### src/rtl/mod_counter_chain.sv
// Cascade of up/down modulo counters with per-stage load,
// ripple carry/borrow, optional saturation and a registered wrap pulse.
module mod_counter_chain #(
  parameter int unsigned STAGES = 3,
  parameter int unsigned W = 6,
  parameter logic [8*STAGES-1:0] MODS = {8'd24, 8'd60, 8'd60},
  parameter bit SATURATE = 1'b0
) (
  input  logic                  clk,
  input  logic                  reset,
  input  logic                  enable,
  input  logic                  updown,
  input  logic                  load,
  input  logic [STAGES-1:0]     load_sel,
  input  logic [W-1:0]          load_val,
  output logic [STAGES*W-1:0]   count,
  output logic [STAGES-1:0]     stage_tc,
  output logic                  wrap
);

  logic [STAGES-1:0] carry;
  logic [STAGES-1:0] ldd;
  logic              limit;

  assign limit = enable & (&stage_tc);
  assign carry[0] = enable;

  for (genvar i = 0; i < STAGES; i++) begin : g_stage
    localparam int unsigned MOD = int'(MODS[8*i+7:8*i]);
    localparam logic [W:0] TOP = (W+1)'(MOD - 1);

    logic [W-1:0] val;
    logic [W-1:0] nxt;
    logic [W-1:0] ld_v;
    logic         tc_up;
    logic         tc_dn;
    logic         adv;

    // out-of-range values count as terminal in both directions
    assign tc_up = {1'b0, val} >= TOP;
    assign tc_dn = (val == '0) || ({1'b0, val} > TOP);
    assign stage_tc[i] = updown ? tc_up : tc_dn;

    assign ldd[i] = load & load_sel[i];
    assign ld_v = ({1'b0, load_val} > TOP) ? TOP[W-1:0] : load_val;

    always_comb begin
      nxt = val;
      if (updown) nxt = tc_up ? '0 : val + 1'b1;
      else        nxt = tc_dn ? TOP[W-1:0] : val - 1'b1;
    end

    assign adv = carry[i] & ~ldd[i] & ~(SATURATE & limit);

    // a loaded stage swallows the carry/borrow
    if (i < STAGES - 1) begin : g_carry
      assign carry[i+1] = carry[i] & stage_tc[i] & ~ldd[i];
    end

    always_ff @(posedge clk or posedge reset) begin
      if (reset)       val <= '0;
      else if (ldd[i]) val <= ld_v;
      else if (adv)    val <= nxt;
    end

    assign count[W*i +: W] = val;
  end

  always_ff @(posedge clk or posedge reset) begin
    if (reset) wrap <= 1'b0;
    else       wrap <= !SATURATE && limit && !load;
  end

endmodule
### config.mk
export PLATFORM = sky130hd
export DESIGN_NAME = mod_counter_chain
export DESIGN_NICKNAME = d
export VERILOG_FILES = /design/src/rtl/mod_counter_chain.sv
export SDC_FILE = /design/constraint.sdc
export NUM_CORES = 1
export LEC_CHECK = 0
export ABC_AREA = 1
export CORE_AREA = 4 4 111 81
export DETAILED_ROUTE_END_ITERATION = 6
export DIE_AREA = 0 0 115 85
export PLACE_DENSITY = 0.44
export RECOVER_POWER = 25
export SYNTH_ARGS = -nofsm -noshare
export SYNTH_HDL_FRONTEND = slang
export SYNTH_SLANG_ARGS = --single-unit
### constraint.sdc
create_clock -name clk -period 1.6 [get_ports clk]
set_clock_uncertainty 0.15 [all_clocks]
set_input_delay 0.48 -clock clk [delete_from_list [all_inputs] [get_ports clk]]
set_output_delay 0.48 -clock clk [all_outputs]
set_load 0.005 [all_outputs]
==> results_dict.tcl, run 1 <==
set metrics [dict create \
    min_period_ns 2.06 \
    path_class "register to output port" \
    place_inst 527 \
    avgSynthCellArea_um2 5.98 \
    ys_seq_area_share_pct 24.4 \
    path_cells "buf_12 -> ha_4 -> nor2_4 -> o21ai_2 -> nand2_2 -> inv_2 -> buf_6" \
    timing.hold.ws_ns 0.429 \
    root_buffer "clkbuf_16" \
    grt_max_degree 20 \
    cts_buffers 3 \
    pwr_density_cell_mw_per_mm2 1200 \
    layout_common_cells "97 x nand2_1, 85 x buf_4, 44 x buf_6" \
    cts_buffer_depth 2 \
    max_stage_delay_ns 0.45 \
    antenna_found_initial 0 \
    fin_util_pct 48.9 \
    hpwlAfterDp_um 5890 \
    globalRouteOverflowTotal 0 \
    rows 27 \
    vias_per_cell 4.53 \
    gp_congestion 0.805 \
    maxSlewHeadroom_pct 61.3 \
    die_w_um 115 \
    hold_path_class "register to register" \
    fp.dieArea_mm2 0.00978 \
    grt_pass1_wl_um 12400 \
    setup_viol 28 \
    grt_pass1_vias 2492 \
    crit_fanout 3 \
    antenna_cells 0 \
    crit_path_start_kind "register" \
    io_pins 36 \
    synth_seq_cells 19 \
    hold_viol_final 0 \
    synth_area_mm2 0.00195 \
    final_antenna_net_count 0 \
    final_common_cell "nand2_1" \
    clk_latency_ns 0.26 \
    die_h_um 85 \
    vdd_drop_max_mv 0.599 \
    worstMarginPinSlew_ns 0.580 \
    cts.sinks 19 \
    synth_cells 326 \
    drtIter0Drc 93 \
    fin_crit_sh_pct 129 \
    clock.fmax_ghz 0.486 \
    timing.final.ws_setup_ns -0.457 \
    routedWlPerCell_um 13.8 \
    cts_max_level 1 \
    syn_nets 349 \
    coreArea_mm2 0.00784 \
    failed_checks "negative setup slack" \
    cts_hold_buf 0 \
    yosysWarnings 0 \
    stdcell_count 575 \
    drv_cap 0 \
    drc 0 \
    final_net_count 498 \
    vias 2602 \
    p_leak_nw 1.96 \
    reg2reg_depth 12 \
    post-place-ws_ns -0.852 \
    rsz0062_at_grt "yes" \
    io_buffers 35 \
    cp.arrival_ns 1.43 \
    dr.pass1.iters 4 \
    grt_usage_pct 15.9 \
    crit_slowest_cell "dfrtp_2" \
    synth_cell_types 28 \
    worstPathRequired_ns 0.97 \
    status "complete, but fails checks" \
    cts_tree "yes" \
    clk_pin_slew_worst_paths_ns 0.06 \
    slew_violations 0 \
    wl_um 7930 \
    start_util_pct 24.9 \
    syn2layout_area_growth_pct 96.7 \
    drive_gt1_share_pct 49.4 \
    hold_depth 2 \
    worstSetupEndpointType "output port" \
]
flip-flops by register name, summed over array words and instances (netlist names):
signal       flops
g_stage.val     18
wrap             1
repair_timing:
item                                    CTS  global route
endpoints found under the setup margin   40            33
gates resized for setup                 146            66
pin swaps                                18            22
endpoints found under the hold margin     0             0
setup buffers                            46            15
Yosys cell counts:
cell type / number / area [um2]
buf_4: 2 / 15.0
nand2_4: 2 / 22.5
nor2_2: 2 / 12.5
nand3_1: 39 / 195
o21ai_0: 11 / 55.1
clkbuf_1: 1 / 3.75
nand2_2: 3 / 18.8
o21ai_2: 1 / 8.76
a21oi_1: 13 / 65.1
inv_1: 33 / 124
inv_2: 10 / 37.5
o22ai_1: 1 / 6.26
buf_2: 6 / 30.0
or2_2: 1 / 6.26
nand2_1: 111 / 417
nor3_1: 3 / 15.0
nand3_2: 3 / 30.0
nand4_1: 7 / 43.8
o211ai_1: 2 / 15.0
nor2_4: 1 / 11.3
xnor2_1: 3 / 26.3
buf_1: 1 / 3.75
dfrtp_1: 19 / 475
a22oi_1: 1 / 7.51
ha_1: 9 / 113
xor2_1: 6 / 52.6
nor2_1: 30 / 113
o21ai_1: 5 / 25.0
final timing paths:
kind                                        start                end  slack, ns
worst min-delay path            g_stage[1].val[1]  g_stage[1].val[1]       0.43
worst max register to register  g_stage[2].val[0]               wrap      -0.32
max in group asynchronous                   reset  g_stage[1].val[4]       0.24
worst max-delay path            g_stage[1].val[1]        stage_tc[1]      -0.46
min in group asynchronous                   reset  g_stage[2].val[1]       0.64
worst min register to register  g_stage[1].val[1]  g_stage[1].val[1]       0.43
layer usage:
metal / up-vias / track usage (%) / share of wire (%)
met5: - / 0 / 0
met4: 0 / 2.35 / 0.53
met3: 7 / 2.78 / 3.0
met2: 43 / 26.3 / 49
met1: 1213 / 22.1 / 48
li1: 1339 / - / -
per-stage QoR:
| stage | instance area [um2] | total power [mW] | TNS (ns) |
|---|---|---|---|
| final | 3830 | 4.60 | -4.92 |
| after global routing | 3830 | 4.94 | -7.02 |
| after CTS | 3560 | 4.30 | -5.26 |
| after detailed placement | 3010 | 3.18 | -12.17 |
| after global placement | 3010 | 3.18 | -12.44 |
| after floorplan | 2010 | 2.02 | -0.153 |
cell families after synthesis:
group	after synthesis	share of synthesized area, %
and+or+nand+nor	202	45.4
buffers and inverters	53	11.0
AOI/OAI and AO/OA	34	9.38
DFF	19	24.4
xor gates and xnor gates	9	4.05
adders and majority gates	9	5.78
critical path: cells and delay by family, from the launching register on:
family | cells | cell delay [ns]
fa+ha+maj | 1 | 0.16
flops | 1 | 0.45
simple gates | 2 | 0.19
buf+inv | 3 | 0.28
compound gates | 1 | 0.08
report_power, final:
part / internal, mW / switching (mW)
Sequential: 0.624 / 0.202
Combinational: 1.76 / 1.46
Clock: 0.337 / 0.217
area by class of cell:
cell class / instances / area (um2)
Tap cell: 101 / 126
Clock buffer: 3 / 75.1
Timing Repair Buffer: 154 / 1380
Sequential cell: 19 / 488
Fill cell: 816 / 4010
Inverter: 43 / 174
Clock inverter: 1 / 5.00
Multi-Input combinational cell: 254 / 1580
(Power assumes the default switching activity.)
==> inputs of run 2 (changes only) <==
CAP_MARGIN = 20   (was unset)
==> results of run 2 <==
The final DEF is identical to that of run 1; final timing and power are the same.
